**src/rtl/collatz_sweep_sched.sv**
```systemverilog
// Collatz sweep scheduler: drives one Collatz core over seeds BASE..BASE+COUNT-1 and tracks the longest orbit.
// Optional per-seed watchdog enabled by defining COLLATZ_SWEEP_WATCHDOG_EN.
module collatz_sweep_sched #(
  parameter int BITS      = 32,
  parameter int OLEN_BITS = 16,
  parameter int CNT_BITS  = 16,
  parameter int EVT_BITS  = 8,
  parameter int MAX_STEPS = 4096
) (
  input  logic                 clk,
  input  logic                 reset,
  input  logic                 start,
  input  logic                 abort,
  input  logic [BITS-1:0]      base_seed,
  input  logic [CNT_BITS-1:0]  count,
  output logic                 core_start,
  output logic [BITS-1:0]      core_seed,
  output logic                 core_abort,
  input  logic                 core_done,
  input  logic [OLEN_BITS-1:0] core_len,
  input  logic [BITS-1:0]      core_record,
  input  logic                 core_ovf,
  output logic                 busy,
  output logic                 done,
  output logic [BITS-1:0]      best_seed,
  output logic [OLEN_BITS-1:0] best_len,
  output logic [BITS-1:0]      best_record,
  output logic [EVT_BITS-1:0]  ovf_cnt,
  output logic [EVT_BITS-1:0]  tmo_cnt
);

  typedef enum logic [2:0] {S_IDLE, S_LOAD, S_RUN, S_NEXT, S_DONE} state_t;

  localparam logic [EVT_BITS-1:0] EVT_MAX = {EVT_BITS{1'b1}};

  state_t                state_r;
  logic [BITS-1:0]       seed_r;
  logic [CNT_BITS-1:0]   rem_r;
  logic [OLEN_BITS-1:0]  res_len_r;
  logic [BITS-1:0]       res_record_r;
  logic                  res_ovf_r;
  logic                  res_valid_r;
  logic                  have_best_r;
  logic [BITS-1:0]       seed_nxt_s;

`ifdef COLLATZ_SWEEP_WATCHDOG_EN
  localparam int WD_BITS = $clog2(MAX_STEPS + 1);
  logic [WD_BITS-1:0]    wd_cnt_r;
  logic                  res_tmo_r;
`else
  assign tmo_cnt = '0;
`endif

  assign seed_nxt_s = seed_r + BITS'(1);

  // Sweep FSM with all outputs registered; abort overrides every non-idle state.
  always_ff @(posedge clk or posedge reset) begin
    if (reset) begin
      state_r      <= S_IDLE;
      seed_r       <= '0;
      rem_r        <= '0;
      res_len_r    <= '0;
      res_record_r <= '0;
      res_ovf_r    <= 1'b0;
      res_valid_r  <= 1'b0;
      have_best_r  <= 1'b0;
      core_start   <= 1'b0;
      core_seed    <= '0;
      core_abort   <= 1'b0;
      busy         <= 1'b0;
      done         <= 1'b0;
      best_seed    <= '0;
      best_len     <= '0;
      best_record  <= '0;
      ovf_cnt      <= '0;
`ifdef COLLATZ_SWEEP_WATCHDOG_EN
      tmo_cnt      <= '0;
      wd_cnt_r     <= '0;
      res_tmo_r    <= 1'b0;
`endif
    end else begin
      core_start <= 1'b0;
      core_abort <= 1'b0;
      done       <= 1'b0;
      if (abort && (state_r != S_IDLE)) begin
        state_r    <= S_IDLE;
        busy       <= 1'b0;
        core_abort <= (state_r == S_RUN);
      end else begin
        case (state_r)
          S_IDLE: begin
            if (start) begin
              seed_r      <= base_seed;
              rem_r       <= count;
              best_seed   <= '0;
              best_len    <= '0;
              best_record <= '0;
              have_best_r <= 1'b0;
              ovf_cnt     <= '0;
`ifdef COLLATZ_SWEEP_WATCHDOG_EN
              tmo_cnt     <= '0;
`endif
              busy        <= 1'b1;
              if (count == CNT_BITS'(0)) begin
                state_r <= S_DONE;
                done    <= 1'b1;
              end else begin
                state_r    <= S_LOAD;
                core_start <= (base_seed != BITS'(0));
                core_seed  <= base_seed;
              end
            end
          end
          S_LOAD: begin
            // Stale results must not leak into the fold of a skipped seed.
            res_valid_r <= 1'b0;
`ifdef COLLATZ_SWEEP_WATCHDOG_EN
            res_tmo_r   <= 1'b0;
            wd_cnt_r    <= '0;
`endif
            state_r     <= (seed_r == BITS'(0)) ? S_NEXT : S_RUN;
          end
          S_RUN: begin
            if (core_done) begin
              res_len_r    <= core_len;
              res_record_r <= core_record;
              res_ovf_r    <= core_ovf;
              res_valid_r  <= 1'b1;
              state_r      <= S_NEXT;
            end
`ifdef COLLATZ_SWEEP_WATCHDOG_EN
            else if (wd_cnt_r == WD_BITS'(MAX_STEPS - 1)) begin
              core_abort <= 1'b1;
              res_tmo_r  <= 1'b1;
              state_r    <= S_NEXT;
            end else begin
              wd_cnt_r <= wd_cnt_r + WD_BITS'(1);
            end
`endif
          end
          S_NEXT: begin
            if (res_valid_r) begin
              if (res_ovf_r) begin
                if (ovf_cnt != EVT_MAX) ovf_cnt <= ovf_cnt + EVT_BITS'(1);
              end else if (!have_best_r || (res_len_r > best_len)) begin
                best_seed   <= seed_r;
                best_len    <= res_len_r;
                best_record <= res_record_r;
                have_best_r <= 1'b1;
              end
            end
`ifdef COLLATZ_SWEEP_WATCHDOG_EN
            if (res_tmo_r && (tmo_cnt != EVT_MAX)) tmo_cnt <= tmo_cnt + EVT_BITS'(1);
`endif
            rem_r  <= rem_r - CNT_BITS'(1);
            seed_r <= seed_nxt_s;
            if (rem_r == CNT_BITS'(1)) begin
              state_r <= S_DONE;
              done    <= 1'b1;
            end else begin
              state_r    <= S_LOAD;
              core_start <= (seed_nxt_s != BITS'(0));
              core_seed  <= seed_nxt_s;
            end
          end
          S_DONE: begin
            state_r <= S_IDLE;
            busy    <= 1'b0;
          end
          default: begin
            state_r <= S_IDLE;
            busy    <= 1'b0;
          end
        endcase
      end
    end
  end

endmodule
```
**config.mk**
```make
export PLATFORM = sky130hd
export DESIGN_NAME = collatz_sweep_sched
export DESIGN_NICKNAME = d
export VERILOG_FILES = /design/src/rtl/collatz_sweep_sched.sv
export SDC_FILE = /design/constraint.sdc
export NUM_CORES = 1
export LEC_CHECK = 0
export ABC_AREA = 1
export BUFFER_PORTS_ARGS = -buffer_cell sky130_fd_sc_hd__buf_2
export CORE_MARGIN = 2
export CORE_UTILIZATION = 40
export DETAILED_ROUTE_END_ITERATION = 10
export SKIP_CTS_REPAIR_TIMING = 1
export SYNTH_ARGS = -nofsm -noshare
export SYNTH_HDL_FRONTEND = slang
export SYNTH_SLANG_ARGS = --single-unit
```
**constraint.sdc**
```tcl
create_clock -name clk -period 25.9 [get_ports clk]
set_clock_uncertainty 0.05 [all_clocks]
set_input_delay 6.475 -clock clk [delete_from_list [all_inputs] [get_ports clk]]
set_output_delay 6.475 -clock clk [all_outputs]
set_load 0.02 [all_outputs]
```
## Word-level counts from Yosys, hierarchy flattened

Index checks and enable logic that the tools add are counted.

- Bits in registers: 226
- Input bits: 102
- Output and inout bits: 132
- Logic and storage cells: 114

- Add/subtract/negate cells: 3
- Order comparisons: 1
- Eq/ne operators: 17
- Mux-type cells: 55
- Bitwise operators: 1
- Reduce and logical (&&, ||, !) cells: 20

Operators with widths:

| operator | number |
|---|---|
| two-way mux 32 bit | 11 |
| one-hot mux 32 bit (2 select lines) | 4 |
| two-way mux 16 bit | 5 |
| one-hot mux 16 bit (2 select lines) | 2 |
| nonzero test 32 bit | 2 |
| adder 32 x 1 -> 32 bit (second input constant) | 1 |
| logical NOT 32 bit | 1 |
| two-way mux 8 bit | 4 |
| != test 2 bit (second input constant) | 9 |
| two-way mux 1 bit | 17 |
| == test 16 x 1 -> 1 bit (second input constant) | 1 |
| greater-than comparator 16 bit | 1 |
| logical NOT 16 bit | 1 |
| one-hot mux 8 bit (2 select lines) | 1 |
| subtractor 16 x 1 -> 16 bit (second input constant) | 1 |
| two-way mux 3 bit | 5 |
| one-hot mux 3 bit (4 select lines) | 1 |
| AND reduction 6 bit | 2 |
| one-hot mux 1 bit (2 select lines) | 5 |
| AND reduction 3 bit | 3 |
| adder 8 x 1 -> 8 bit (second input constant) | 1 |
| != test 8 bit (second input constant) | 1 |
| == test 3 x 2 -> 1 bit (second input constant) | 2 |
| != test 3 bit (second input constant) | 2 |
| 12 further kinds | 14 |

## Longest topological paths before layout

Gate-level depths: netlist of the first run.

- Word-level depth: 6
- Gate-level depth with buffers: 15
- Mapped depth without buffers: 14

## Least setup slack after synthesis of the first run

OpenSTA, ideal clock, no wires.

- Path kind: input -> register
- Start: in count[8]
- End: reg core_seed[0]
- Setup time: 0.066 ns
- Arrival: 7.551 ns
- Required time: 25.784 ns
- Slack: 18.233 ns
- Stages on the path: 10
- Buffers on the path: 2
- Path through: nor4_1 and2_1 nand3_1 nand2_1 nor2_2 inv_2 buf_4 buf_4 nand2_1 nand2_1

- Longest elaborated chain between the ends: 3

Ends and longest elaborated chain:

| what | line | RTL |
|---|---|---|
| from (decl) | 15 | `input logic [CNT_BITS-1:0] count,` |
| logical NOT 16 bit | 104 | `if (count == CNT_BITS'(0)) begin` |
| != test 2 bit (no line) | n/a |  |
| AND reduction 5 bit (no line) | n/a |  |
| to (signal assigned) | 110 | `core_seed <= base_seed;` |
| to (signal assigned) | 163 | `core_seed <= seed_nxt_s;` |
| to (decl) | 17 | `output logic [BITS-1:0] core_seed,` |

No other way between the ends.
A chain may end at the register's enable or synchronous reset.

## Worst setup path after layout of the first run

- Start: in start
- End: reg best_record[28]

- Longest elaborated chain between the ends: 2

Ends and longest elaborated chain:

| what | line | RTL |
|---|---|---|
| from (decl) | 12 | `input logic start,` |
| != test 2 bit (no line) | n/a |  |
| AND reduction 6 bit (no line) | n/a |  |
| to (signal assigned) | 148 | `best_record <= res_record_r;` |
| to (decl) | 27 | `output logic [BITS-1:0] best_record,` |

No other way between the ends.

==> reports/results.ini, run 1 <==
[yosys]
synth_edf_count=0
ys_types=42
synth_area_leaders=dfrtp_1 (50%), nand2_1 (15%), nor2_1 (4.9%), inv_1 (4.7%), o21ai_0 (4.6%)
synth_top_family_by_area=simple AND/OR/NAND/NOR gates
syn_avg_cell_area_um2=7.76
yosys.area_share.simple_pct=25.4
synthAdderAreaFrac_pct=2.42
seq_area_frac_synth_pct=49.8
synth_area_um2=11400
ys.flop_type=dfrtp_1
yosysMostFrequentCell=nand2_1
netlist_instances=1464
synth_mux_area_share_pct=0
synth-compound-area-share_pct=13.7
synth_common_cells=nand2_1 (446), dfrtp_1 (226), nor2_1 (148)
yosysTopAreaCell=dfrtp_1
synthXorXnorAreaFrac_pct=0.386
ys_ff_latch=226
async_flop_share_pct=100
yosys_warnings=0
synth_top_area_share_pct=49.8

[layout]
nNetsFinal=1783
synthToLayoutAreaGrowth_pct=19.3
drive_above_1_share_pct=18.1
utilization_pct=48.6
num-fill-cells=2826

[grt]
grt_pass1_vias=9474
met2_usage_pct=33.4
use_met1_pct=28.6
grtUsageMet3_pct=4.42
antenna_found_initial=2
grt_max_degree=162
grt.total_usage_pct=20.9
grt-ovfl-total=0
grt-busiest-layer=met2
grt_pass1_wl_um=49200

[floorplan]
ios=234
start_util_pct=40.8
die_w_um=172
die_area_um2=29700
core_area_um2=27900
fp-row-count=61
die_h_um=172

[worst_setup_path]
critPathMaxStageDelay_ns=0.48
crit_path_start=start
r2r-start=state_r[2]
worstSetupStartpointType=primary input
worstRegToRegCells=7
cpMostUsedCell=nand2_2
r2r_end=core_seed[16]
cp.arrival_ns=8.40
endpoint_kind=flop
worstPathCellList=buf_2 -> nand2_2 -> nand2_2 -> nand2_4 -> a21oi_2 -> o21a_2 -> nand2_8 -> nand2_1 -> o21ai_1
critPathKind=in2reg
cp.required_ns=26.22
r2r_slack_ns=22.16
cp_slowest_cell=nand2_8
path_max_fanout=161

[timing]
fin_setup_tns_ns=0
rsz0062_at_grt=no
period_needed_ns=8.08
drv_slew=0
setup_slack_ns=17.82
relSlewSlack_pct=32.4
fin_crit_sh_pct=31.2
max_freq_mhz=124
hold_ws_ns=0.417
hold_viol=0
tightest_slew_ns=1.01
finalSetupViolations=0

[clocking]
cts_root_buf=clkbuf_16
cts_max_level=1
clkSinkCount=226
cts_tree=yes
worstSkewPairLatency_ns=0.54
numCtsBuffers=27
clkTransAtPathRegs_ns=0.06
cts_buffer_depth=3

[route]
drt_iter0_drc=609
vias=10171
avgViaCountPerCell=4.94
wire_per_inst_um=15.2
route.detailed.drc=0
dr.pass1.iters=5
routed_wl_um=31300
ant_nets=0

[power_and_ir_drop]
powerDensity_nw_per_um2=125
ir_drop_mv=0.0560
finalPower_uw=1690
power_leakage_uw=0.00674

[place]
place_congestion=0.951
dp_hpwl_um=22300
portBuffers=225
pre_cts_ws_ns=17.27

[flow_run]
cap_violations=0

[outcome]
status=completed

[min_path]
hp-start=core_seed[1]
min_path_cells=2
hp-class=reg2reg
worstHoldEndpoint=core_seed[1]

## worst max-delay path, delay by kind of cell
kind,cells,cell delay [ns]
and+or+nand+nor,5,1.19
AOI/OAI and AO/OA,3,0.52
buffers and inverters,1,0.10
## placed cells by master, fill, tap and decap left out, types with 3 or more instances in the layout
cell,instances
a21oi_1,75
a31oi_1,11
and2_1,3
buf_2,225
buf_4,4
bufinv_16,3
clkbuf_1,6
clkbuf_16,27
clkbuf_8,4
clkinv_2,6
conb_1,8
dfrtp_1,226
ha_1,22
inv_1,139
inv_2,3
nand2_1,446
nand2_2,3
nand3_1,51
nand4_1,16
nor2_1,148
nor2_2,5
nor3_1,10
nor4_1,15
o211ai_1,5
o21ai_0,104
o21ai_1,69
o21ai_2,11
o22ai_1,5
xor2_1,5
## metrics by stage
step           instances  instance area (um2)
2_1_floorplan       1471                11400
3_3_place_gp        2008                12700
3_5_place_dp        2008                12700
4_1_cts             2056                13500
5_1_grt             2058                13500
6_report            2058                13500
## routing by layer
layer  share of wire, %  routed length [um]  vias to the layer above
met2                 46               14400                      262
met1                 45               14200                     4749
met4                2.3                 713                        0
met5                  0                   0                        -
met3                6.4                2010                       51
li1                   -                   -                     5109
## registers in the layout, indices dropped and copies added (netlist names)
signal and flops:
ovf_cnt 8, have_best_r 1, res_len_r 16, best_len 16, res_ovf_r 1, core_abort 1
rem_r 16, done 1, state_r 3, core_start 1, res_record_r 32, busy 1
best_record 32, core_seed 32, res_valid_r 1, best_seed 32, seed_r 32
## area by class of cell
cell class              instances  area, um2  area share [%]
flip-flops and latches        226       5660            41.8
well taps                     378        473            3.49
inverters                     144        551            4.06
clock buffers                  37        753            5.56
repair buffers                229       1160            8.54
diodes                          2       5.00          0.0369
multi-input cells            1031       4820            35.6
clock inverters                11        136            1.01
## worst max-delay path by stage
stage	end	slack, ns	cells after the start
after floorplan	best_len[0]	13.18	1
after global placement	best_seed[21]	17.34	9
after detailed placement	best_seed[7]	17.27	9
after CTS	best_seed[7]	17.83	9
after global routing	core_seed[19]	17.53	7
final	best_record[28]	17.82	9
## power breakdown
group	switching, uW	internal, uW	leakage [uW]
Sequential	125	506	0.00284
Clock	149	232	0.000439
Combinational	463	214	0.00347
## cell families (layout without fill, tap and decap cells)
family                   after synthesis  count (layout)
adder cells (fa/ha/maj)               22              22
other                                  1              10
buffers and inverters                214             421
XOR/XNOR                               5               5
AND/OR/NAND/NOR                      706             706
flip-flops                           226             226
AO/OA/AOI/OAI                        290             290
Power figures use the tool's default switching activity.
==> inputs of run 2 (changes only) <==
==> constraint.sdc (replaced) <==
create_clock -name clk -period 7.7 [get_ports clk]
set_clock_uncertainty 0.05 [all_clocks]
set_input_delay 1.925 -clock clk [delete_from_list [all_inputs] [get_ports clk]]
set_output_delay 1.925 -clock clk [all_outputs]
set_load 0.02 [all_outputs]
==> run 2 against run 1 <==
Compared with the run above: worst hold slack got worse by 0.0032 ns; first-iteration DRC count grew 2.1%; critical endpoint is now best_len[5]; highest routed layer unchanged; critical path type unchanged; critical path depth is 1 higher.
==> reports/results.ini, run 2 (synthesized netlist as in run 1, its figures left out) <==
[grt]
grt.total_usage_pct=21.3  ; +0.37 points
grt_pass1_vias=9542  ; +0.72%
grt-busiest-layer=met2
grt-ovfl-total=0  ; unchanged
grtUsageMet3_pct=4.37  ; -0.046 points
grt_pass1_wl_um=50100  ; +1.9%
use_met1_pct=29.2  ; +0.65 points
met2_usage_pct=34.3  ; +0.87 points
antenna_found_initial=0  ; -2
grt_max_degree=158  ; -2.5%

[worst_setup_path]
r2r-start=state_r[2]
critPathKind=in2reg
cp.required_ns=8.11  ; -18.11 ns
endpoint_kind=flop
r2r_end=best_len[5]
cp.arrival_ns=4.52  ; -3.88 ns
path_max_fanout=92  ; -43%
r2r_slack_ns=3.64  ; -18.52 ns
worstRegToRegCells=8  ; +1
worstSetupStartpointType=primary input

[power_and_ir_drop]
seqPwrFrac_pct=37.3  ; about the same
power_frac_comb_pct=40.0  ; about the same
power.switching_uw=2490  ; +240%
p_sw_share_pct=43.7  ; +0.090 points
pwr-share-clk_pct=22.6  ; about the same
finalPower_uw=5690  ; +240%
power_leakage_uw=0.00675  ; about the same
ir_drop_mv=0.189  ; +240%
powerDensity_nw_per_um2=420  ; +240%
intPower_uw=3210  ; +240%

[route]
vias=10201  ; +0.29%
route.detailed.drc=0  ; unchanged
drt_iter0_drc=622  ; +2.1%
avgViaCountPerCell=4.96  ; +0.34%
dr.pass1.iters=7  ; +2
routed_wl_um=31300  ; +0.16%
ant_nets=0  ; unchanged
wire_per_inst_um=15.2  ; +0.21%

[min_path]
worstHoldEndpoint=core_seed[3]
min_path_cells=2  ; unchanged
hp-class=reg2reg
hp-start=core_seed[3]

[place]
place_congestion=0.936  ; -1.6%
dp_hpwl_um=22300  ; +0.18%
portBuffers=225  ; unchanged
pre_cts_ws_ns=3.04  ; -14.23 ns
placed_cells=2009  ; +0.050%
place_area_um2=12700  ; about the same

[layout]
drive_above_1_share_pct=18.2  ; +0.049 points
final_area_um2=13600  ; +0.14%
mostFrequentLayoutCells=nand2_1 (446), dfrtp_1 (226), buf_2 (225), nor2_1 (148), inv_1 (139)
final_common_cell=nand2_1
multi_input_area_um2=4810  ; -0.18%
register_area_um2=5660  ; unchanged
num-fill-cells=2861  ; +1.2%
nNetsFinal=1784  ; +0.056%
layout.cells.non_filler=2057  ; -0.049%
num_antenna_cells=0  ; -2
synthToLayoutAreaGrowth_pct=19.5

[clocking]
clkSinkCount=226  ; unchanged
cts_tree=yes
clkTransAtPathRegs_ns=0.06  ; about the same
cts_max_level=1  ; unchanged
worstSkewPairLatency_ns=0.54  ; about the same
numCtsBuffers=27  ; unchanged
cts_buffer_depth=3  ; unchanged
cts_root_buf=clkbuf_16

[timing]
setup_slack_ns=3.59  ; -14.23 ns
fin_crit_sh_pct=53.4
rsz0062_at_grt=no
hold_viol=0  ; unchanged
tightest_slew_ns=1.04  ; +0.0300 ns
period_needed_ns=4.11
drv_slew=0  ; unchanged
finalSetupViolations=0  ; unchanged
max_freq_mhz=243
fin_setup_tns_ns=0  ; unchanged
relSlewSlack_pct=30.4  ; -2.0 points

[floorplan]
ios=234  ; unchanged
die_h_um=172  ; unchanged
die_w_um=172  ; unchanged
start_util_pct=40.8  ; unchanged
core_area_um2=27900  ; unchanged
die_area_um2=29700  ; unchanged
fp-row-count=61  ; unchanged

[outcome]
status=completed

[flow_run]
cap_violations=0  ; unchanged

run 2: cell type report:
type | count | share of cell area (%)
repair buffers | 230 | 8.67
well taps | 378 | 3.49
clock buffers | 40 | 5.86
multi-input cells | 1031 | 35.4
clock inverters | 8 | 0.821
flip-flops and latches | 226 | 41.7
inverters | 144 | 4.03
run 2: metrics by stage:
| step | util (%) | hold slack (ns) |
|---|---|---|
| after floorplan | - | 0.410 |
| after detailed placement | 45.4 | 0.403 |
| after global placement | 45.4 | 0.402 |
| after global routing | 48.7 | 0.450 |
| after CTS | 48.7 | 0.418 |
| final | 48.7 | 0.414 |
run 2: worst max-delay path by stage:
| stage | from | end | depth (start not counted) |
|---|---|---|---|
| after floorplan | reset | best_len[0] | 1 |
| after global placement | start | best_seed[21] | 10 |
| after detailed placement | start | best_seed[26] | 10 |
| after CTS | start | best_len[5] | 10 |
| after global routing | state_r[2] | best_seed[11] | 8 |
| final | start | best_len[5] | 10 |
run 2: worst max-delay path: stages:
cell and delay [ns]:
buf_2 0.11, nand2_2 0.10, nand2_2 0.08, nand2_4 0.36, a21oi_2 0.07, o21a_2 0.17, nand2_4 0.64, buf_4 0.71
nand2_1 0.12, o21ai_1 0.12
run 2: routing by layer:
| layer | part of all wire (%) | wire, um | up-vias |
|---|---|---|---|
| li1 | - | - | 5111 |
| met3 | 6.2 | 1950 | 47 |
| met1 | 45 | 14200 | 4789 |
| met5 | 0 | 0 | - |
| met2 | 46 | 14500 | 254 |
| met4 | 2.1 | 655 | 0 |
run 2: power by group through the flow:
stage	combinational, uW	clock [uW]	sequential [uW]
floorplan	1380	0	2350
global placement	2270	0	2140
finish	2280	1290	2120
CTS	2310	1320	2130
global route	2630	1370	2190
detailed placement	2300	0	2140
